**src/rtl/csa_pipe_adder_pkg.sv**
```systemverilog
// Shared defaults and mode constants for the pipelined carry-select adder.
// Imported by the adder RTL and by its testbench.
package csa_pipe_adder_pkg;

    localparam int unsigned WIDTH_DEF      = 32;
    localparam int unsigned BLOCK_DEF      = 8;
    localparam int unsigned STAGE_BLKS_DEF = 2;
    localparam int unsigned NUM_BLK_DEF    = WIDTH_DEF / BLOCK_DEF;
    localparam int unsigned LAT_DEF        = NUM_BLK_DEF / STAGE_BLKS_DEF;

    typedef enum logic {
        OP_ADD = 1'b0,
        OP_SUB = 1'b1
    } op_e;

endpackage

```
**src/rtl/csa_segment.sv**
```systemverilog
// One carry-select segment: sums for carry-in 0 and 1 are formed in parallel,
// and the real carry-in only drives the final select.
module csa_segment #(
    parameter int unsigned BLOCK = 8
) (
    input  logic [BLOCK-1:0] x,
    input  logic [BLOCK-1:0] y,
    input  logic             ci,
    output logic [BLOCK-1:0] s,
    output logic             co
);

    logic [BLOCK:0] r0;
    logic [BLOCK:0] r1;

    always_comb begin
        r0      = {1'b0, x} + {1'b0, y};
        r1      = {1'b0, x} + {1'b0, y} + {{BLOCK{1'b0}}, 1'b1};
        {co, s} = ci ? r1 : r0;
    end

endmodule

```
**src/rtl/csa_pipe_adder.sv**
```systemverilog
// Pipelined carry-select adder/subtractor with a valid/ready stream interface.
// Each stage resolves STAGE_BLKS segments; one global enable stalls the whole pipe.
module csa_pipe_adder
    import csa_pipe_adder_pkg::*;
#(
    parameter int unsigned WIDTH      = WIDTH_DEF,
    parameter int unsigned BLOCK      = BLOCK_DEF,
    parameter int unsigned STAGE_BLKS = STAGE_BLKS_DEF
) (
    input  logic             clock,
    input  logic             reset,
    input  logic             in_valid,
    output logic             in_ready,
    input  logic [WIDTH-1:0] a,
    input  logic [WIDTH-1:0] b,
    input  logic             cin,
    input  logic             sub,
    output logic             out_valid,
    input  logic             out_ready,
    output logic [WIDTH-1:0] sum,
    output logic             cout,
    output logic             ovf
);

    localparam int unsigned NUM_BLK = WIDTH / BLOCK;
    localparam int unsigned LAT     = NUM_BLK / STAGE_BLKS;
    localparam int unsigned SW      = STAGE_BLKS * BLOCK;
    localparam int unsigned MSB     = WIDTH - 1;

    if (WIDTH % BLOCK != 0) begin : g_bad_width
        $error("csa_pipe_adder: WIDTH must be a multiple of BLOCK");
    end
    if (NUM_BLK % STAGE_BLKS != 0) begin : g_bad_stage
        $error("csa_pipe_adder: WIDTH/BLOCK must be a multiple of STAGE_BLKS");
    end

    logic             adv;
    logic [LAT-1:0]   vld_q, vld_d;
    logic [LAT-1:0]   c_q, c_d;
    logic [WIDTH-1:0] a_q  [LAT];
    logic [WIDTH-1:0] a_d  [LAT];
    logic [WIDTH-1:0] bx_q [LAT];
    logic [WIDTH-1:0] bx_d [LAT];
    logic [WIDTH-1:0] s_q  [LAT];
    logic [WIDTH-1:0] s_d  [LAT];
    logic             ovf_q, ovf_d;

    logic [WIDTH-1:0] st_a  [LAT];
    logic [WIDTH-1:0] st_bx [LAT];
    logic [WIDTH-1:0] st_s  [LAT];
    logic [LAT-1:0]   st_c;

    logic [WIDTH-1:0]   seg_s;
    logic [NUM_BLK-1:0] seg_ci;
    logic [NUM_BLK-1:0] seg_co;
    logic               unused_bits;

    assign adv       = !vld_q[LAT-1] || out_ready;
    assign in_ready  = adv;
    assign out_valid = vld_q[LAT-1];
    assign sum       = s_q[LAT-1];
    assign cout      = c_q[LAT-1];
    assign ovf       = ovf_q;

    // Stage 0 sees the raw operands; later stages see the previous stage registers.
    always_comb begin
        st_a[0]  = a;
        st_bx[0] = sub ? ~b : b;
        st_s[0]  = '0;
        st_c     = '0;
        st_c[0]  = cin;
        for (int unsigned k = 1; k < LAT; k++) begin
            st_a[k]  = a_q[k-1];
            st_bx[k] = bx_q[k-1];
            st_s[k]  = s_q[k-1];
            st_c[k]  = c_q[k-1];
        end
    end

    for (genvar g = 0; g < NUM_BLK; g++) begin : g_seg
        if (g % STAGE_BLKS == 0) begin : g_first
            assign seg_ci[g] = st_c[g / STAGE_BLKS];
        end else begin : g_chain
            assign seg_ci[g] = seg_co[g-1];
        end
        csa_segment #(.BLOCK(BLOCK)) u_seg (
            .x  (st_a[g / STAGE_BLKS][g*BLOCK +: BLOCK]),
            .y  (st_bx[g / STAGE_BLKS][g*BLOCK +: BLOCK]),
            .ci (seg_ci[g]),
            .s  (seg_s[g*BLOCK +: BLOCK]),
            .co (seg_co[g])
        );
    end

    always_comb begin
        vld_d    = '0;
        vld_d[0] = in_valid;
        for (int unsigned k = 1; k < LAT; k++) begin
            vld_d[k] = vld_q[k-1];
        end
        c_d = '0;
        for (int unsigned k = 0; k < LAT; k++) begin
            a_d[k]             = st_a[k];
            bx_d[k]            = st_bx[k];
            s_d[k]             = st_s[k];
            s_d[k][k*SW +: SW] = seg_s[k*SW +: SW];
            c_d[k]             = seg_co[k*STAGE_BLKS + STAGE_BLKS - 1];
        end
        ovf_d = (st_a[LAT-1][MSB] == st_bx[LAT-1][MSB]) &&
                (s_d[LAT-1][MSB] != st_a[LAT-1][MSB]);
    end

    // Operand bits already consumed by earlier stages are carried but never read.
    always_comb begin
        unused_bits = 1'b0;
        for (int unsigned k = 0; k < LAT; k++) begin
            unused_bits = unused_bits ^ (^a_q[k]) ^ (^bx_q[k]);
        end
    end

    always_ff @(posedge clock or posedge reset) begin
        if (reset) begin
            vld_q <= '0;
            c_q   <= '0;
            ovf_q <= 1'b0;
            for (int unsigned k = 0; k < LAT; k++) begin
                a_q[k]  <= '0;
                bx_q[k] <= '0;
                s_q[k]  <= '0;
            end
        end else if (adv) begin
            vld_q <= vld_d;
            c_q   <= c_d;
            ovf_q <= ovf_d;
            for (int unsigned k = 0; k < LAT; k++) begin
                a_q[k]  <= a_d[k];
                bx_q[k] <= bx_d[k];
                s_q[k]  <= s_d[k];
            end
        end
    end

endmodule

```
**config.mk**
```make
export PLATFORM = sky130hd
export DESIGN_NAME = csa_pipe_adder
export DESIGN_NICKNAME = d
export VERILOG_FILES = /design/src/rtl/csa_pipe_adder_pkg.sv /design/src/rtl/csa_segment.sv /design/src/rtl/csa_pipe_adder.sv
export SDC_FILE = /design/constraint.sdc
export NUM_CORES = 1
export LEC_CHECK = 0
export ABC_AREA = 1
export CORE_UTILIZATION = 45
export CTS_BUF_LIST = sky130_fd_sc_hd__clkbuf_4 sky130_fd_sc_hd__clkbuf_8
export DETAILED_ROUTE_END_ITERATION = 16
export GPL_ROUTABILITY_DRIVEN = 0
export GPL_TIMING_DRIVEN = 0
export PLACE_DENSITY = 0.79
export SYNTH_ARGS = -nofsm -noshare
export SYNTH_HDL_FRONTEND = slang
export SYNTH_SLANG_ARGS = --single-unit
```
**constraint.sdc**
```tcl
create_clock -name clock -period 3.6 [get_ports clock]
set_clock_uncertainty 0.05 [all_clocks]
set_input_delay 0.72 -clock clock [delete_from_list [all_inputs] [get_ports clock]]
set_output_delay 0.72 -clock clock [all_outputs]
set_load 0.005 [all_outputs]
```
Yosys cells after proc, flatten, opt, wreduce, memory -nomap -nowiden
Cells that the tools add are included.
{"block": "classes", "reduce_logical": 3, "bitwise_logic": 1, "addsub": 8, "eq_ne": 2, "n_mux": 5}
{"cell": "adder 8 x 8 -> 9 bit", "n": 4}
{"cell": "adder 9 x 1 -> 9 bit (second input constant)", "n": 4}
{"cell": "2-to-1 mux 9 bit", "n": 4}
{"cell": "2-to-1 mux 32 bit", "n": 1}
{"cell": "NOT 32 bit", "n": 1}
{"cell": "equality test 1 bit", "n": 1}
{"cell": "logical AND 1 bit", "n": 1}
{"cell": "zero test 1 bit", "n": 1}
{"cell": "logical OR 1 bit", "n": 1}
{"cell": "!= test 1 bit", "n": 1}
{"block": "totals", "out_inout_bits": 36, "regBits": 117}

Longest topological paths before layout
Gate-level depths: netlist of run 1.
{"block": "depth", "ltp_word": 6, "depth_mapped": 21, "ltp_nobuf": 18}

Cells and area by module
A second synthesis of run 1 with hierarchy kept.
{"block": "hier_totals", "cells_unflattened": 784, "area_unflattened_um2": 6083.3}
{"module": "csa_pipe_adder", "instances": 1, "cells_per_inst": 384, "seq_area_each_um2": 2127.0, "area_each_um2": 3570.9}
{"module": "csa_segment (g_seg[1].u_seg ...)", "instances": 3, "cells_per_inst": 100, "seq_area_each_um2": 0.0, "area_each_um2": 621.8}
{"module": "csa_segment (g_seg[0].u_seg)", "instances": 1, "cells_per_inst": 100, "seq_area_each_um2": 0.0, "area_each_um2": 646.9}

Worst setup path before layout of run 1
Ideal clock, no wire load.
{"block": "synth_timing", "path_type": "in2reg", "from": "input sub", "to": "register s_q, in the netlist s_d[12]", "required_ns": 3.433, "slack_ns": 0.032, "path_stages": 20, "path_buffers": 3, "t_arrival_ns": 3.401, "cell_sequence": "clkbuf_1 > buf_1 > xor2_1 > ha_1 > inv_1 > fa_1 > inv_1 > ha_1 > nand3_1 > nor2_2 > nand2_2 > nor2_4 > nand2_2 > nand2_4 > nand2_4 > buf_6 > nand2_1 > o21ai_1 > nand2_1 > nand2_1"}
{"block": "synth_via", "elab_chain_cells": 5, "elab_cells_between_ends": 7}
{"item": "start: declaration", "line": "csa_pipe_adder.sv:17", "rtl": "input logic sub,"}
{"item": "2-to-1 mux 32 bit (*)", "line": "csa_pipe_adder.sv:68", "rtl": "st_bx[0] = sub ? ~b : b;"}
{"item": "adder 8 x 8 -> 9 bit", "line": "csa_segment.sv:17, csa_segment.sv:18"}
{"item": "adder 9 x 1 -> 9 bit", "line": "csa_segment.sv:18", "rtl": "r1 = {1'b0, x} + {1'b0, y} + {{BLOCK{1'b0}}, 1'b1};"}
{"item": "2-to-1 mux 9 bit", "line": "csa_segment.sv:19", "rtl": "{co, s} = ci ? r1 : r0;"}
{"item": "2-to-1 mux 9 bit (*)", "line": "csa_segment.sv:19"}
{"item": "end signal: indexed assignment", "line": "csa_pipe_adder.sv:138", "rtl": "s_q[k] <= s_d[k];"}
{"item": "end: declaration", "line": "csa_pipe_adder.sv:44", "rtl": "logic [WIDTH-1:0] s_q [LAT];"}
Every way passes the cells marked *; elsewhere a longest branch is shown, timed or not.
A chain may end at the register's enable or synchronous reset.

Worst setup path after layout of run 1
{"block": "layout_timing", "from": "input out_ready", "to": "output in_ready"}
{"block": "layout_via", "elab_chain_cells": 1}
{"item": "start: declaration", "line": "csa_pipe_adder.sv:19", "rtl": "input logic out_ready,"}
{"item": "logical OR 1 bit", "line": "csa_pipe_adder.sv:58", "rtl": "assign adv = !vld_q[LAT-1] || out_ready;"}
{"item": "end: declaration", "line": "csa_pipe_adder.sv:13", "rtl": "output logic in_ready,"}
No other way between the ends.

==> results of run 1 <==
[state kept, by name (all words and copies together), names as in the netlist]
signal,count
ovf,1
sum,32
s_d,16
a_d,16
vld_q,2
c_q,2
bx_d,16
[cells by family after synthesis]
logic type               share of synthesized area (%)
adder cells (fa/ha/maj)                          9.272
AND/OR/NAND/NOR                                  32.15
AO/OA/AOI/OAI                                    7.282
XOR/XNOR                                         7.960
buffers and inverters                            6.166
flip-flops                                       37.17
[synthesized netlist by cell type]
library cell | count | share of area (%)
a211oi_1 | 1 | 0.13
a21oi_1 | 24 | 2.1
a22o_1 | 1 | 0.15
a22oi_1 | 1 | 0.13
a31oi_1 | 5 | 0.55
buf_1 | 4 | 0.26
buf_2 | 3 | 0.26
buf_4 | 1 | 0.13
buf_6 | 1 | 0.20
clkbuf_1 | 15 | 0.98
dfrtp_1 | 85 | 37
fa_1 | 4 | 1.4
ha_1 | 36 | 7.9
inv_1 | 66 | 4.3
nand2_1 | 306 | 20
nand2_2 | 5 | 0.55
nand2_4 | 2 | 0.39
nand3_1 | 40 | 3.5
nand3_2 | 1 | 0.17
nand3_4 | 1 | 0.31
nand3b_1 | 10 | 1.3
nand4_1 | 16 | 1.7
nor2_1 | 41 | 2.7
nor2_2 | 3 | 0.33
nor2_4 | 1 | 0.20
nor3_1 | 3 | 0.26
nor3_2 | 1 | 0.17
o21a_1 | 2 | 0.26
o21ai_0 | 35 | 3.1
o21ai_1 | 4 | 0.35
o21ai_2 | 1 | 0.15
o31ai_1 | 3 | 0.39
or2_2 | 4 | 0.44
xnor2_1 | 24 | 3.7
xor2_1 | 28 | 4.3
[critical path, delay by kind of cell]
kind | cells | cell delay, ns
buf+inv | 5 | 1.95
simple gates | 1 | 0.07
[what timing repair did]
| action | CTS | global route |
|---|---|---|
| endpoints found under the setup margin | 11 | 9 |
| gates resized for setup | 2 | 4 |
| cloned | 0 | 0 |
[worst max path at each step]
stage,from,slack (ns),to
final,out_ready,0.09,in_ready
after global routing,sub,0.01,s_d[12]
after CTS,sub,0.04,c_q[0]
after detailed placement,sub,-0.56,c_q[0]
after global placement,reset,-0.71,bx_d[19]
after floorplan,sub,0.03,s_d[12]
[power groups by stage]
| stage | clock [uW] | sequential (uW) | combinational (uW) |
|---|---|---|---|
| 2_1_floorplan | 0 | 1400 | 1110 |
| 3_3_place_gp | 0 | 1430 | 1740 |
| 3_5_place_dp | 0 | 1430 | 1790 |
| 4_1_cts | 798 | 1410 | 1800 |
| 5_1_grt | 835 | 1450 | 2040 |
| 6_report | 783 | 1410 | 1790 |
[stage by stage]
| step | TNS, ns | cells | instance area [sq um] | setup slack [ns] |
|---|---|---|---|---|
| after floorplan | 0 | 778 | 5722 | 0.03215 |
| after global placement | -64.52 | 1050 | 6973 | -0.7092 |
| after detailed placement | -5.431 | 1051 | 7003 | -0.5579 |
| after CTS | 0 | 1067 | 7239 | 0.04037 |
| after global routing | 0 | 1067 | 7247 | 0.009670 |
| final | 0 | 1067 | 7247 | 0.08909 |
[cell type report]
class / count / area (sq um) / area share (%)
Multi-Input combinational cell: 603 / 3242 / 44.73
Sequential cell: 85 / 2127 / 29.35
Timing Repair Buffer: 105 / 1069 / 14.74
Inverter: 66 / 250.2 / 3.453
Tap cell: 168 / 210.2 / 2.901
Clock buffer: 11 / 151.4 / 2.089
Buffer: 24 / 115.1 / 1.588
Clock inverter: 5 / 82.58 / 1.140
[routing by layer]
layer / wire [um] / vias up / part of all wire (%)
met3: 645 / 16 / 4.7
met4: 236 / 0 / 1.7
met1: 6674 / 2396 / 49
li1: - / 2730 / -
met2: 6094 / 132 / 45
met5: 0 / - / 0
==> metrics.md, run 1 <==
| Metric | Value |
|---|---|
| Crit-path most repeated cell | clkdlybuf4s50_1 |
| Largest stage delay, worst path | 0.55 ns |
| Hold Crit Class | reg -> reg |
| Total power | 3990 uW |
| Slew headroom | 56.82% |
| Fin nets | 1,004 |
| Worst Tran Pin Value | 0.6477 ns |
| # DRC | 0 |
| Register area share after synthesis | 37.17% |
| Clock Sinks | 85 |
| Final wirelength | 13,650 um |
| Synthesis-to-finish area growth | 26.66% |
| Largest net degree at the start of global routing | 68 |
| Filler instances | 1,163 |
| Post-CTS Setup Bufs | 0 |
| Detail Route Antenna Nets | 0 |
| FF+latch count, synth | 85 |
| Synth Cell Area | 5722 sq um |
| Share of layout cells above drive strength 1 | 5.006% |
| Pwr Density | 550.6 nW/um^2 |
| CTS Buf Count | 9 |
| Sw frac | 37.35% |
| Worst-path clk slew | 0.09 ns |
| Hold endpoint | vld_q[1] |
| Syn nets | 888 |
| Row cnt | 40 |
| CTS tree | built |
| Reg2reg path depth | 13 |
| Iteration-0 DRC count of the detailed router | 259 |
| Vias after detailed routing | 5,274 |
| Hold path depth | 2 |
| Max VDD drop | 0.2275 mV |
| Crit-path cells | clkdlybuf4s50_1 > nor2_1 > inv_1 > clkbuf_1 > buf_2 > clkdlybuf4s50_1 |
| Worst setup path class | in -> out |
| DP HPWL | 10,650 um |
| F_max | 284.8 MHz |
| Final hold vios | 0 |
| Met1 usage | 31.71% |
| Final setup viols | 0 |
| Reg power frac | 35.4% |
| Max Slew Vio Count | 0 |
| Met2 usage | 36.44% |
| CP arrival | 2.74 ns |
| FF-to-FF End | sum[28] |
| Net Sw Power | 1490 uW |
| Global-route wire length before repair | 23,580 um |
| R2r setup slk | 0.81 ns |
| Crit-path slowest cell | clkdlybuf4s50_1 |
| Synth warn | 0 |
| Clock share of power | 19.6% |
| Most frequent cells in the layout | nand2_1, clkdlybuf4s50_1, dfrtp_1, inv_1, nor2_1 |
| Post-synthesis cell type count | 35 |
| Starting density of the core | 46.85% |
| Comb power frac | 45.0% |
| CTS Buffer Depth | 2 |
| Core Region | 12,210 sq um |
| WL per Instance | 12.79 um |
| IO Pins | 106 |
| MaxCap Viol Count | 0 |
| Hold_ws | 0.4186 ns |
| Int Pwr | 2500 uW |
| Worst setup SP type | input pin |
| Leakage | 0.003614 uW |
| Commonest non-fill, non-tap cell in the layout | nand2_1 |
| CTS H-tree depth | 3 |
| Die outline area | 13,170 sq um |
| Die Width | 114.8 um |
| Syn avg cell area | 7.354 sq um |
| Crit path required time | 2.83 ns |
| Port bufs | 104 |
| CP max FO | 10 |
| Vias per inst | 4.943 |
| Antenna violations before repair | 0 |
| Busiest layer in global routing | met2 |
| Overflow after GRT | 0 |
| Fin crit period | 3.511 ns |
| Root buffer cell | clkbuf_8 |
| GRT Resource Usage Total | 22.75% |
| Hold path start | vld_q[0] |
| Hold buffers post-CTS | 0 |
| Crit. End Element | primary output |
| # diodes | 0 |
| Final Cycle Share | 97.53% |
| Number of global-route vias before repair | 5,043 |
| Layout Utilization | 59.34% |
| RSZ-0062 raised after global routing | false |
| GRT met3 Usage | 3.690% |
| Die height | 114.8 um |
| Post-Synthesis Cells | 778 |
| DRT Pass-1 Iters | 5 |
| Worst-Skew Late Latency | 0.36 ns |
| Status | complete, no violations |
| RR Startpoint | a_d[16] |
No activity file was read; power rests on OpenSTA's default activity.
==> run 2, diff against run 1 <==
- GPL_ROUTABILITY_DRIVEN: 0 -> not set
- GPL_TIMING_DRIVEN: 0 -> not set
==> run 2 against run 1 <==
Effect of this change: sequential share of layout area increased by 0.51 points; sequential cell count unchanged; core utilization decreased by 1.0 points; die area unchanged; sequential power about the same; first-iteration DRC count increased by 6.2%; critical endpoint is now s_d[10].
==> metrics.md, run 2 (synthesis results as in run 1) <==
| Metric | Value |
|---|---|
| Number of global-route vias before repair | 4,706 (-6.7%) |
| Vias per inst | 4.833 (-2.2%) |
| RSZ-0062 raised after global routing | false |
| Max Slew Vio Count | 0 (unchanged) |
| # DRC | 0 (unchanged) |
| CP max FO | 13 (+3) |
| IO Pins | 106 (unchanged) |
| Worst-path clk slew | 0.09 ns (about the same) |
| Antenna violations before repair | 0 (unchanged) |
| Hold Crit Class | reg -> reg |
| DRT Pass-1 Iters | 4 (-1) |
| WL per Instance | 12.29 um (-4.0%) |
| Commonest non-fill, non-tap cell in the layout | nand2_1 |
| Root buffer cell | clkbuf_8 |
| Vias after detailed routing | 5,065 (-4.0%) |
| Worst setup path class | in -> reg |
| Port bufs | 105 (+0.96%) |
| Row cnt | 40 (unchanged) |
| Gpl congestion | 0.8480 |
| Max reg flops | 32 (unchanged) |
| Worst setup margin | 0.3751 ns (+0.2860 ns) |
| Synthesis-to-finish area growth | 24.49% |
| Fin nets | 986 (-1.8%) |
| Final setup viols | 0 (unchanged) |
| Core Region | 12,210 sq um (unchanged) |
| Status | complete, no violations |
| F_max | 310.1 MHz (+8.9%) |
| Clock Sinks | 85 (unchanged) |
| Crit. End Element | flip-flop |
| CTS Buffer Depth | 2 (unchanged) |
| Detail Route Antenna Nets | 0 (unchanged) |
| Final Cycle Share | 89.58% (-7.9 points) |
| Critical path startpoint | b[0] |
| Pwr Density | 537.1 nW/um^2 (-2.4%) |
| Worst-Skew Late Latency | 0.37 ns (about the same) |
| Filler instances | 1,137 (-2.2%) |
| GRT Resource Usage Total | 21.16% (-1.6 points) |
| Die outline area | 13,170 sq um (unchanged) |
| Overflow after GRT | 0 (unchanged) |
| Max VDD drop | 0.2630 mV (+16%) |
| Hold buffers post-CTS | 0 (unchanged) |
| Leakage | 0.003561 uW (-1.5%) |
| Post_cts resized | 0 (-2) |
| Most frequent cells in the layout | nand2_1, clkdlybuf4s50_1, dfrtp_1, inv_1 |
| CP arrival | 3.44 ns (+0.70 ns) |
| Final wirelength | 12,880 um (-5.7%) |
| Crit path required time | 3.81 ns (+0.98 ns) |
| Setup WS pre-CTS | -0.02627 ns (+0.5316 ns) |
| Global-route wire length before repair | 21,980 um (-6.8%) |
| Non-Filler Instances | 1,048 (-1.8%) |
| Starting density of the core | 46.85% (unchanged) |
| Largest net degree at the start of global routing | 104 (+53%) |
| Share of layout cells above drive strength 1 | 5.000% (-0.0056 points) |
| DP HPWL | 9556 um (-10%) |
| Slew headroom | 33.78% (-23 points) |
| RR Startpoint | a_d[16] |
| Worst setup SP type | input pin |
| CTS tree | built |
| CTS Buf Count | 9 (unchanged) |
| Worst Tran Pin Value | 0.9933 ns (+0.3456 ns) |
| Final hold vios | 0 (unchanged) |
| CTS H-tree depth | 3 (unchanged) |
| Hold path start | vld_q[0] |
| Die height | 114.8 um (unchanged) |
| # diodes | 0 (unchanged) |
| MaxCap Viol Count | 0 (unchanged) |
| Total power | 3826 uW (-4.1%) |
| Fin crit period | 3.225 ns (-0.2860 ns) |
| Inst Count DP | 1,033 (-1.7%) |
| Iteration-0 DRC count of the detailed router | 275 (+6.2%) |
| Die Width | 114.8 um (unchanged) |
| Post-CTS Setup Bufs | 0 (unchanged) |
[run 2: cell type report]
type / count / area, sq um / share of cell area (%)
inverters: 66 / 249.0 / 3.496
well taps: 168 / 210.2 / 2.951
repair buffers: 111 / 1104 / 15.49
flip-flops and latches: 85 / 2127 / 29.86
clock inverters: 5 / 52.55 / 0.7377
multi-input cells: 603 / 3249 / 45.62
clock buffers: 10 / 131.4 / 1.844
[run 2: per-stage QoR]
stage	util (%)	setup TNS (ns)	hold WS [ns]	instance area, sq um
final	58.33	0	0.3986	7123
after global routing	58.33	0	0.4160	7123
after CTS	58.33	0	0.4073	7123
after detailed placement	56.82	-0.07508	0.3878	6939
after global placement	56.82	0	0.3834	6939
after floorplan	-	0	0.3698	5722
[run 2: power by group]
part           switching, uW  total, uW  leakage, uW  internal (uW)
Sequential               169       1400      0.00102           1230
Clock                    347        668    0.0000953            321
Combinational            933       1750      0.00245            822
[run 2: path summary, 6_finish.rpt]
check | slack (ns) | cells past startpoint | end
min | 0.40 | 2 | vld_q[1]
max in group asynchronous | 2.13 | 3 | bx_d[31]
min reg2reg | 0.40 | 2 | vld_q[1]
max | 0.38 | 18 | s_d[10]
min in group asynchronous | 0.70 | 2 | sum[3]
max reg2reg | 0.61 | 12 | sum[25]
[run 2: critical path, cell delays in order]
cell	delay, ns
clkdlybuf4s50_1	0.47
xor2_1	0.15
ha_1	0.22
inv_1	0.07
fa_1	0.45
inv_1	0.09
ha_1	0.18
nand3_1	0.15
nor2_2	0.16
nand2_2	0.08
nor2_4	0.14
nand2_2	0.08
nand2_4	0.10
nand2_4	0.11
o21ai_0	0.10
nand2_1	0.06
nand2_1	0.05
nand2_1	0.05
[run 2: per-layer routing]
metal / vias to the layer above / track usage (%) / share of wire, %
met1: 2271 / 29.11 / 50
met4: 0 / 8.139 / 1.8
met2: 101 / 33.49 / 45
met5: - / 0 / 0
li1: 2677 / - / -
met3: 16 / 3.585 / 3.8
==> run 3, diff against run 2 <==
- CTS_CLUSTER_SIZE: not set -> 10
- REMOVE_ABC_BUFFERS: not set -> 1
==> run 3 against run 2 <==
Effect of this change: count of clock-buffer cells in the layout up 1; setup slack better by 0.049 ns; sequential share of layout area about the same; fmax up 1.5%; via count down 0.16%; largest power group unchanged; sequential power about the same; total power down 1.8%; non-clock buffer count up 1.
==> metrics.md, run 3 (synthesis results as in run 1) <==
| Metric | Value |
|---|---|
| Max VDD drop | 0.1947 mV (-26%) |
| Overflow after GRT | 0 (unchanged) |
| Inst Count DP | 1,034 (+0.097%) |
| Clock Sinks | 85 (unchanged) |
| CTS tree | built |
| # DRC | 0 (unchanged) |
| Hold buffers post-CTS | 0 (unchanged) |
| Most frequent cells in the layout | nand2_1, clkdlybuf4s50_1, dfrtp_1, inv_1 |
| Starting density of the core | 46.85% (unchanged) |
| Iteration-0 DRC count of the detailed router | 269 (-2.2%) |
| Final hold vios | 0 (unchanged) |
| Final setup viols | 0 (unchanged) |
| Root buffer cell | clkbuf_8 |
| Worst setup path class | in -> reg |
| DP HPWL | 8834 um (-7.6%) |
| Largest net degree at the start of global routing | 104 (unchanged) |
| DRT Pass-1 Iters | 4 (unchanged) |
| Worst setup margin | 0.4241 ns (+0.04910 ns) |
| MaxCap Viol Count | 0 (unchanged) |
| Total negative slack | 0 ns (unchanged) |
| Status | complete, no violations |
| Setup WS pre-CTS | 0.04847 ns (+0.07474 ns) |
| Port bufs | 105 (unchanged) |
| Worst Tran Pin Value | 0.9702 ns (-0.02309 ns) |
| Detail Route Antenna Nets | 0 (unchanged) |
| IO Pins | 106 (unchanged) |
| Max reg flops | 32 (unchanged) |
| RSZ-0062 raised after global routing | false |
| # diodes | 0 (unchanged) |
| Die outline area | 13,170 sq um (unchanged) |
| Non-Filler Instances | 1,050 (+0.19%) |
| Worst-Skew Late Latency | 0.35 ns (-0.02 ns) |
| Post_cts resized | 0 (unchanged) |
| Synthesis-to-finish area growth | 24.58% (about the same) |
| Core Region | 12,210 sq um (unchanged) |
| Fin crit period | 3.176 ns (-0.04909 ns) |
| Final wirelength | 11,970 um (-7.1%) |
| Vias per inst | 4.816 (-0.35%) |
| Global-route wire length before repair | 21,330 um (-3.0%) |
| Crit path max-delay family | simple AND/OR/NAND/NOR gates |
| Row cnt | 40 (unchanged) |
| R2r setup slk | 0.57 ns (-0.04 ns) |
| Pwr Density | 526.8 nW/um^2 (-1.9%) |
| Gpl congestion | 0.8787 (+3.6%) |
| Commonest non-fill, non-tap cell in the layout | nand2_1 |
| Number of global-route vias before repair | 4,961 (+5.4%) |
| CTS Buffer Depth | 2 (unchanged) |
| Slew headroom | 35.32% (+1.5 points) |
| Filler instances | 1,154 (+1.5%) |
| Antenna violations before repair | 0 (unchanged) |
| CP max FO | 13 (unchanged) |
| Hold_ws | 0.4121 ns (+0.01349 ns) |
| Worst path bufs/invs | 3 (unchanged) |
| Die height | 114.8 um (unchanged) |
| Worst setup SP type | input pin |
| CTS Buf Count | 9 (unchanged) |
| Hold Crit Class | reg -> reg |
| CTS H-tree depth | 3 (unchanged) |
| Vias after detailed routing | 5,057 (-0.16%) |
| Fin nets | 987 (+0.10%) |
| Total power | 3755 uW (-1.8%) |
| WL per Instance | 11.40 um (-7.2%) |
| Crit path required time | 3.80 ns (about the same) |
| Largest stage delay, worst path | 0.48 ns (about the same) |
| Crit. End Element | flip-flop |
| Crit-path most repeated cell | nand2_1 |
| Leakage | 0.003555 uW (-0.16%) |
| CP arrival | 3.37 ns (-0.07 ns) |
| Final Cycle Share | 88.22% (-1.4 points) |
| Post-CTS Setup Bufs | 0 (unchanged) |
| Max Slew Vio Count | 0 (unchanged) |
| Share of layout cells above drive strength 1 | 5.215% (+0.22 points) |
| Worst-path clk slew | 0.09 ns (about the same) |
| Die Width | 114.8 um (unchanged) |
| Crit-path slowest cell | clkdlybuf4s50_1 |
| Crit-path cells | clkdlybuf4s50_1 > xor2_1 > ha_1 > inv_1 > fa_1 > inv_1 > ha_1 > nand3_1 > nor2_2 > nand2_2 > nor2_4 > nand2_2 > nand2_4 > nand2_4 > o21ai_0 > nand2_1 > nand2_1 > nand2_1 |
| F_max | 314.9 MHz (+1.5%) |
| GRT Resource Usage Total | 20.05% (-1.1 points) |
-- run 3: cell count changes in the layout (fill, tap and decap cells not counted), sizes merged --
cell / before / now
buf: 7 / 8
bufinv: 1 / 0
clkbuf: 10 / 11
clkinv: 4 / 3
clkinvlp: 1 / 3
-- run 3: metal layers --
layer  track usage [%]  part of all wire, %  vias to the layer above
met3             2.952                  3.8                       10
met4             6.753                  1.4                        0
met1             24.70                   46                     2258
met5                 0                    0                        -
li1                  -                    -                     2672
met2             35.96                   49                      117
-- run 3: worst paths after layout --
path | startpoint | end | cells past startpoint
worst max-delay path | b[0] | s_d[10] | 18
worst min-delay path | vld_q[0] | vld_q[1] | 2
worst max register to register | a_d[16] | c_q[1] | 14
worst min register to register | vld_q[0] | vld_q[1] | 2
max in group asynchronous | reset | bx_d[26] | 3
min in group asynchronous | reset | bx_d[18] | 2
-- run 3: cell type report --
class,instances,area [sq um],area share (%)
clock buffers,11,145.1,2.036
multi-input cells,603,3249,45.59
repair buffers,112,1111,15.59
flip-flops and latches,85,2127,29.84
well taps,168,210.2,2.949
clock inverters,5,36.28,0.5090
inverters,66,249.0,3.493
-- run 3: stage by stage --
stage                     area (sq um)  utilization (%)
after floorplan                   5617                -
after global placement            6947            56.89
after detailed placement          6947            56.89
after CTS                         7128            58.37
after global routing              7128            58.37
final                             7128            58.37
-- run 3: tightest hold or removal path: cells and delay by family (launching register included) --
kind,cells,cell delay [ns]
buf+inv,1,0.05
simple gates,1,0.06
flops,1,0.33
-- run 3: power by group --
group	switching (uW)	internal [uW]	total [uW]
clock network	347	277	625
registers	159	1230	1390
logic	917	822	1740
